[src/rtl/toy_ld_align_if.sv]
// rtl/toy_ld_align_if.sv - load response / writeback bus bundle for toy_ld_align
interface toy_ld_align_if #(
   parameter int DATA_WIDTH = 32,
   parameter int SB_WIDTH   = 22
);
   logic                  s_ack_vld;
   logic                  s_ack_rdy;
   logic [DATA_WIDTH-1:0] s_ack_data;
   logic [SB_WIDTH-1:0]   s_ack_sideband;
   logic                  m_wb_vld;
   logic                  m_wb_rdy;
   logic [DATA_WIDTH-1:0] m_wb_data;
   logic [5:0]            m_wb_rd;
   logic [5:0]            m_wb_inst_id;
   logic                  m_wb_int_en;
   logic                  m_wb_fp_en;
   logic                  m_wb_err;

   modport master (
      output s_ack_vld, s_ack_data, s_ack_sideband, m_wb_rdy,
      input  s_ack_rdy, m_wb_vld, m_wb_data, m_wb_rd, m_wb_inst_id,
             m_wb_int_en, m_wb_fp_en, m_wb_err
   );

   modport slave (
      input  s_ack_vld, s_ack_data, s_ack_sideband, m_wb_rdy,
      output s_ack_rdy, m_wb_vld, m_wb_data, m_wb_rd, m_wb_inst_id,
             m_wb_int_en, m_wb_fp_en, m_wb_err
   );
endinterface

[src/rtl/toy_ld_align.sv]
// rtl/toy_ld_align.sv - load data aligner/extender with 2-entry writeback FIFO and load counter
module toy_ld_align #(
   parameter int DATA_WIDTH      = 32,
   parameter int SB_WIDTH        = 22,
   parameter int MAX_OUTSTANDING = 4
) (
   input  logic         clk,
   input  logic         rst_n,
   input  logic         s_req_fire,
   toy_ld_align_if.slave bus,
   output logic [2:0]   ld_cnt,
   output logic         req_credit
);
   typedef struct packed {
      logic [DATA_WIDTH-1:0] data;
      logic [5:0]            rd;
      logic [5:0]            inst_id;
      logic                  int_en;
      logic                  fp_en;
      logic                  err;
   } entry_t;

   entry_t                mem [2];
   entry_t                new_e;
   entry_t                head;
   logic [1:0]            count;
   logic                  wr_ptr;
   logic                  rd_ptr;
   logic                  ack_fire;
   logic                  wb_fire;
   logic [1:0]            off;
   logic [2:0]            funct3;
   logic [DATA_WIDTH-1:0] shifted;
   logic [DATA_WIDTH-1:0] val;
   logic                  bad;
   logic                  unused_sb;

   assign unused_sb = ^bus.s_ack_sideband[SB_WIDTH-1:19];

   assign off     = bus.s_ack_sideband[18:17];
   assign funct3  = bus.s_ack_sideband[2:0];
   assign shifted = bus.s_ack_data >> {off, 3'b000};

   always_comb begin
      val = '0;
      bad = 1'b0;
      case (funct3)
         3'b000: val = {{(DATA_WIDTH-8){shifted[7]}}, shifted[7:0]};
         3'b100: val = {{(DATA_WIDTH-8){1'b0}}, shifted[7:0]};
         3'b001: begin
            bad = (off == 2'd3);
            val = {{(DATA_WIDTH-16){shifted[15]}}, shifted[15:0]};
         end
         3'b101: begin
            bad = (off == 2'd3);
            val = {{(DATA_WIDTH-16){1'b0}}, shifted[15:0]};
         end
         3'b010: begin
            bad = (off != 2'd0);
            val = bus.s_ack_data;
         end
         default: bad = 1'b1;
      endcase
   end

   // Faulting loads still carry rd/inst_id so the pipeline can retire them with an exception.
   always_comb begin
      new_e         = '0;
      new_e.data    = bad ? '0 : val;
      new_e.rd      = bus.s_ack_sideband[10:5];
      new_e.inst_id = bus.s_ack_sideband[16:11];
      new_e.int_en  = ~bad & bus.s_ack_sideband[4];
      new_e.fp_en   = ~bad & bus.s_ack_sideband[3];
      new_e.err     = bad;
   end

   assign bus.s_ack_rdy = ~count[1];
   assign bus.m_wb_vld  = (count != 2'd0);
   assign ack_fire      = bus.s_ack_vld & bus.s_ack_rdy;
   assign wb_fire       = bus.m_wb_vld & bus.m_wb_rdy;

   assign head              = bus.m_wb_vld ? mem[rd_ptr] : '0;
   assign bus.m_wb_data     = head.data;
   assign bus.m_wb_rd       = head.rd;
   assign bus.m_wb_inst_id  = head.inst_id;
   assign bus.m_wb_int_en   = head.int_en;
   assign bus.m_wb_fp_en    = head.fp_en;
   assign bus.m_wb_err      = head.err;

   assign req_credit = (ld_cnt < 3'(MAX_OUTSTANDING));

   always_ff @(posedge clk) begin
      if (rst_n && ack_fire) begin
         mem[wr_ptr] <= new_e;
      end
   end

   always_ff @(posedge clk) begin
      if (!rst_n) begin
         count  <= 2'd0;
         wr_ptr <= 1'b0;
         rd_ptr <= 1'b0;
         ld_cnt <= 3'd0;
      end else begin
         if (ack_fire) wr_ptr <= ~wr_ptr;
         if (wb_fire)  rd_ptr <= ~rd_ptr;
         case ({ack_fire, wb_fire})
            2'b10:   count <= count + 2'd1;
            2'b01:   count <= count - 2'd1;
            default: count <= count;
         endcase
         if (s_req_fire && !wb_fire && (ld_cnt < 3'(MAX_OUTSTANDING))) begin
            ld_cnt <= ld_cnt + 3'd1;
         end else if (wb_fire && !s_req_fire && (ld_cnt != 3'd0)) begin
            ld_cnt <= ld_cnt - 3'd1;
         end
      end
   end
endmodule

[src/flat_wrapper.sv]
// flat-port wrapper written by rule: the top's interface ports become plain ports
module toy_ld_align_flat 
#(
   parameter int DATA_WIDTH      = 32,
   parameter int SB_WIDTH        = 22,
   parameter int MAX_OUTSTANDING = 4
)
  (clk, rst_n, s_req_fire, ld_cnt, req_credit, bus_s_ack_vld, bus_s_ack_data, bus_s_ack_sideband, bus_m_wb_rdy, bus_s_ack_rdy, bus_m_wb_vld, bus_m_wb_data, bus_m_wb_rd, bus_m_wb_inst_id, bus_m_wb_int_en, bus_m_wb_fp_en, bus_m_wb_err);
  toy_ld_align_if #(.DATA_WIDTH(DATA_WIDTH), .SB_WIDTH(SB_WIDTH)) bus_i ();
  input  logic clk;
  input  logic rst_n;
  input  logic s_req_fire;
  output logic [2:0] ld_cnt;
  output logic req_credit;
  input wire logic [$bits(bus_i.s_ack_vld)-1:0] bus_s_ack_vld;
  input wire logic [$bits(bus_i.s_ack_data)-1:0] bus_s_ack_data;
  input wire logic [$bits(bus_i.s_ack_sideband)-1:0] bus_s_ack_sideband;
  input wire logic [$bits(bus_i.m_wb_rdy)-1:0] bus_m_wb_rdy;
  output wire logic [$bits(bus_i.s_ack_rdy)-1:0] bus_s_ack_rdy;
  output wire logic [$bits(bus_i.m_wb_vld)-1:0] bus_m_wb_vld;
  output wire logic [$bits(bus_i.m_wb_data)-1:0] bus_m_wb_data;
  output wire logic [$bits(bus_i.m_wb_rd)-1:0] bus_m_wb_rd;
  output wire logic [$bits(bus_i.m_wb_inst_id)-1:0] bus_m_wb_inst_id;
  output wire logic [$bits(bus_i.m_wb_int_en)-1:0] bus_m_wb_int_en;
  output wire logic [$bits(bus_i.m_wb_fp_en)-1:0] bus_m_wb_fp_en;
  output wire logic [$bits(bus_i.m_wb_err)-1:0] bus_m_wb_err;
  assign bus_i.s_ack_vld = bus_s_ack_vld;
  assign bus_i.s_ack_data = bus_s_ack_data;
  assign bus_i.s_ack_sideband = bus_s_ack_sideband;
  assign bus_i.m_wb_rdy = bus_m_wb_rdy;
  assign bus_s_ack_rdy = bus_i.s_ack_rdy;
  assign bus_m_wb_vld = bus_i.m_wb_vld;
  assign bus_m_wb_data = bus_i.m_wb_data;
  assign bus_m_wb_rd = bus_i.m_wb_rd;
  assign bus_m_wb_inst_id = bus_i.m_wb_inst_id;
  assign bus_m_wb_int_en = bus_i.m_wb_int_en;
  assign bus_m_wb_fp_en = bus_i.m_wb_fp_en;
  assign bus_m_wb_err = bus_i.m_wb_err;
  toy_ld_align #(.DATA_WIDTH(DATA_WIDTH), .SB_WIDTH(SB_WIDTH), .MAX_OUTSTANDING(MAX_OUTSTANDING)) u_core (.clk(clk), .rst_n(rst_n), .s_req_fire(s_req_fire), .bus(bus_i), .ld_cnt(ld_cnt), .req_credit(req_credit));
endmodule
[config.mk]
export PLATFORM = sky130hd
export DESIGN_NAME = toy_ld_align_flat
export DESIGN_NICKNAME = d
export VERILOG_FILES = /design/src/rtl/toy_ld_align_if.sv /design/src/rtl/toy_ld_align.sv /design/src/flat_wrapper.sv
export SDC_FILE = /design/constraint.sdc
export NUM_CORES = 1
export LEC_CHECK = 0
export BUFFER_PORTS_ARGS = -buffer_cell sky130_fd_sc_hd__buf_2
export CORE_MARGIN = 2
export CORE_UTILIZATION = 53
export CTS_CLUSTER_SIZE = 16
export DETAILED_ROUTE_END_ITERATION = 10
export PLACE_DENSITY = 0.76
export SLEW_MARGIN = 0
export SYNTH_ARGS = -nofsm -noshare
export SYNTH_HDL_FRONTEND = slang
export SYNTH_SLANG_ARGS = --single-unit
[constraint.sdc]
create_clock -name clk -period 10.1 [get_ports clk]
set_clock_uncertainty 0.05 [all_clocks]
set_input_delay 2.02 -clock clk [delete_from_list [all_inputs] [get_ports clk]]
set_output_delay 2.02 -clock clk [all_outputs]
set_load 0.005 [all_outputs]
== After elaboration in Yosys (flattened, before gate mapping) ==
Memories as Yosys holds them, arrays and structs flattened. A register that Yosys moved wholly into a read port is not among the register bits.
Index checks and enable logic that the tools add are counted.

* Latch bits: 0
* Bits of input ports: 59
* Bits in read-only memories: 0
* Flip-flop bits (word level): 7
* Memories: 1
* RAM bits: 94

* Shift-type cells: 1
* Bitwise operators: 8
* Eq/ne operators: 7
* Add/subtract/negate cells: 4
* Reduce and logical (&&, ||, !) cells: 15
* Muxes and demuxes: 11
* $mul: 0
* $lt $le $gt $ge: 1
* Divide/modulo/power cells: 0

{| class="wikitable"
|+ Memories
! name !! depth !! bits a word !! rd ports !! clocked after Yosys merged registers in !! wr ports !! line !! source
|-
| u_core.mem || 2 || 47 || 1 || 1 || 1 || toy_ld_align.sv:23 || <nowiki>entry_t mem [2];</nowiki>
|}

{| class="wikitable"
|+ Operator list
! operator !! count
|-
| one-hot mux 32 bit (5 select lines) || 1
|-
| 2-to-1 mux 47 bit || 1
|-
| 2-to-1 mux 32 bit || 1
|-
| >> shifter 32 x 5 -> 16 bit || 1
|-
| nonzero test 2 bit || 4
|-
| == test 3 bit, second input constant || 2
|-
| 2-to-1 mux 3 bit || 2
|-
| logical AND 1 bit || 5
|-
| AND 1 bit || 4
|-
| == test 2 bit, second input constant || 2
|-
| 2-to-1 mux 1 bit || 4
|-
| NOT 1 bit || 4
|-
| one-hot mux 2 bit (2 select lines) || 1
|-
| OR reduction 2 bit || 2
|-
| adder 3 x 1 -> 3 bit, second input constant || 1
|-
| == test 3 x 1 -> 1 bit, second input constant || 1
|-
| == test 3 x 2 -> 1 bit, second input constant || 1
|-
| logical NOT 3 bit || 1
|-
| less-than comparator 3 bit, second input constant || 1
|-
| one-hot mux 1 bit (3 select lines) || 1
|-
| nonzero test 3 bit || 1
|-
| subtractor 3 x 1 -> 3 bit, second input constant || 1
|-
| adder 2 x 1 -> 2 bit, second input constant || 1
|-
| == test 2 x 1 -> 1 bit, second input constant || 1
|-
| 2 further kinds || 3
|}

== Depth between registers and ports, before layout ==
* Depth in word-level cells: 6
* Gate-level depth with buffers: 8
* Depth with buffers taken out: 8

== Worst setup path before layout ==
OpenSTA, ideal clock, no wires.

* Path kind: input-to-reg
* Start point: in bus_s_ack_vld
* End point: mem u_core.mem[0][0] (netlist name) (enable)
* Library setup time: 0.510 ns
* Arrival time: 5.504 ns
* Path slack: 4.036 ns
* Data required time: 9.540 ns
* Buffers on the path: 0
* Stages: 3
* Cells stage by stage: nor2b_1 > inv_1 > nor3_1

* Cells in the longest elaborated chain, start to end: 4

{| class="wikitable"
|+ RTL lines
! what !! line !! source
|-
| start, declared || flat_wrapper.sv:15 || <nowiki>input wire logic [$bits(bus_i.s_ack_vld)-1:0] bus_s_ack_vld;</nowiki>
|-
| AND 1 bit || toy_ld_align.sv:79 || <nowiki>assign ack_fire = bus.s_ack_vld & bus.s_ack_rdy;</nowiki>
|-
| logical AND 1 bit || toy_ld_align.sv:93 || <nowiki>if (rst_n && ack_fire) begin</nowiki>
|-
| 2-to-1 mux 1 bit || toy_ld_align.sv:93 ||
|-
| 2-to-1 mux 1 bit (not written as such) || toy_ld_align.sv:94 || <nowiki>mem[wr_ptr] <= new_e;</nowiki>
|-
| end, declared || toy_ld_align.sv:23 ||
|}

No other way between the ends.

==> results.toml <==
[clock_network]
clk_path_buf_depth = 2
hold_buffers = 0
insertion_delay_ns = 0.35
cts.htree.levels = 3
cts_buffers = 9
numClockSinks = 102
cts-resized-gates = 0
cts_tree = "built"
post-cts-setup-buffers = 0
clkTransAtPathRegs_ns = 0.09
root_buffer = "clkbuf_8"

[route]
vias = 3254
via_per_inst = 5.66
first_iter_violations = 170
wirelength_mm = 9.71
antenna_left = 0
avgRoutedWirePerCell_um = 16.9
drtPass1Iterations = 4
drc = 0

[layout]
finish.utilization_pct = 64.0
syn_to_final_growth_pct = 16.6
multiInputGateArea_um2 = 1690
final_common_cell = "buf_2"
diodes = 0
drive_gt1_share_pct = 30.4
seqCellArea_um2 = 2980
fin_nets = 523
fin_cells = 575
final_cell_mix = "buf_2, edfxtp_1, nor2_1"
num-fill-cells = 706

[logic_synthesis]
yosys.area_share.simple_pct = 9.45
avgSynthCellArea_um2 = 13.2
ys_warn_count = 0
synth_compound_gate_area_share_pct = 8.64
ys_ff_latch = 102
yosys-top-cells-area = "edfxtp_1, mux2i_1, nor2_1"
synthAdderAreaFrac_pct = 0.677
synth_top_cell_by_area = "edfxtp_1"
seq_area_frac_synth_pct = 62.0
synth.top_cell.area_share_pct = 58.7
synth-edff-count = 94
synthXorXnorAreaFrac_pct = 0.729
syn_inst = 363
synth_top_family_by_area = "multiplexers"
synthesis.area_um2 = 4810
async_reset_ff_share_pct = 0
synthMuxAreaShare_pct = 15.5
yosys_most_used_dff = "edfxtp_1"
yosysUniqueCellTypes = 40
mappedNetlistNets = 424

[sta]
setup_violations = 0
finalHoldViolCount = 0
slew_headroom_pct = 23.5
drv_slew = 0
rsz0062_at_grt = "false"
tns_ns = 0
setup_ws_ns = 6.01
post-route-period-util_pct = 40.5
fmax_mhz = 244
tightest_slew_ns = 1.15
period_needed_ns = 4.09

[floorplan]
rows = 34
ioPinCount = 112
die_y_um = 99.3
chipWidth_um = 99.3
dieArea_um2 = 9850
start_util_pct = 54.9
coreArea_um2 = 8760

[pwr]
ir_worst_vdd_v = 0.000121
p_leak_nw = 2.26
p_per_area_nw_per_um2 = 218

[run_status]
status = "finished clean"

[critical_path]
reg2reg_from = "u_core.count[1]$_SDFFE_PN0P_"
cp_slowest_cell = "buf_4"
slowest_delay_ns = 0.59
start_kind = "flip-flop"
rr_endpoint = "u_core.ld_cnt[1]$_SDFFE_PN0P_"
cp.required_ns = 8.03
path_class = "reg -> out"
crit_path_cell_trace = "buf_4 > mux2i_1 > nor2_1 > buf_2"
worst-r2r-setup-slack_ns = 7.81
endpoint_kind = "output pin"
reg2reg_depth = 8
cp.arrival_ns = 2.02
path_max_fanout = 36

[run]
drv_cap = 0

[global_route]
grt_overflow = 0
track_usage_pct = 20.0
grt_pass1_wl_mm = 15.3
grt_antenna_before_repair = 0
grt_max_degree = 49
grt_pass1_vias = 3104

[placed_design]
place_inst = 559
dp_slack_ns = 5.80
gp_congestion = 0.818
dp_hpwl_mm = 6.50
port_buffers = 108

[hold_path]
hp-start = "u_core.rd_ptr$_SDFFE_PN0P_"
holdPathStages = 2
min-delay-path-class = "reg -> reg"
metal layers:
metal  routed length [um]  track usage [%]  up-vias
li1                     -                -     1559
met1                 4170             27.0     1550
met2                 4580             32.4      139
met3                  922             6.75        6
met4                   44             3.58        0
met5                    0                0        -
final cells by class:
cell class / instances / area share [%]
inverter: 9 / 0.602
multi-input combinational: 229 / 30.2
clock inverter: 6 / 1.25
clock buffer: 10 / 2.28
sequential: 102 / 53.2
tap: 108 / 2.41
timing repair buffer: 111 / 10.0
how the worst max path moves through the flow:
stage | startpoint | endpoint | depth (start not counted)
floorplan | bus_s_ack_vld | u_core.mem[0][0]$_DFFE_PP_ | 3
global placement | bus_s_ack_sideband[17] | u_core.mem[0][35]$_DFFE_PP_ | 5
detailed placement | bus_s_ack_sideband[17] | u_core.mem[0][35]$_DFFE_PP_ | 5
CTS | flip-flop | bus_m_wb_data[19] | 4
global route | flip-flop | bus_m_wb_data[19] | 4
finish | flip-flop | bus_m_wb_data[13] | 4
flip-flops by register name, summed over array words and instances (netlist names), named ones only:
signal	count
u_core.ld_cnt	3
u_core.count	2
u_core.rd_ptr	1
u_core.mem	94
u_core.wr_ptr	1
worst max-delay path, delay by kind of cell (launching register included):
kind	cells	cell delay [ns]
flops	1	0.55
simple gates	1	0.06
mux	1	0.27
buf+inv	2	0.77
metrics by stage:
step	area, um^2	hold WS (ns)	total power, mW
after CTS	5610	0.479	1.24
after detailed placement	5410	0.454	0.991
after floorplan	4810	0.422	0.824
after global placement	5410	0.436	0.977
after global routing	5610	0.522	1.30
final	5610	0.479	1.22
cell families after synthesis:
kind of cell / after synthesis
buffers and inverters: 32
adder cells (fa/ha/maj): 2
AND/OR/NAND/NOR: 99
flip-flops: 102
multiplexers: 65
AO/OA/AOI/OAI: 59
XOR/XNOR: 4
cell usage after synthesis (2+ instances only):
library cell and number:
edfxtp_1 94, nor2_1 63, mux2i_1 57, a21o_1 17, o21ai_0 11, a31oi_1 10, clkbuf_1 9, nand2_1 9
dfxtp_1 8, inv_1 8, nand3b_1 8, a22oi_1 7, mux4_2 7, nand3_1 7, buf_1 6, buf_2 5
a21oi_1 4, a211oi_1 3, nor2b_1 3, nor3_1 3, and3_1 2, buf_6 2, xnor2_1 2, xor2_1 2
power by group:
group	internal, mW	switching (mW)	leakage (nW)
clock network	0.117	0.134	0.0948
logic	0.183	0.235	1.22
registers	0.521	0.0329	0.944
total	0.821	0.402	2.26
Note: power is estimated with default switching activity, not from simulation.
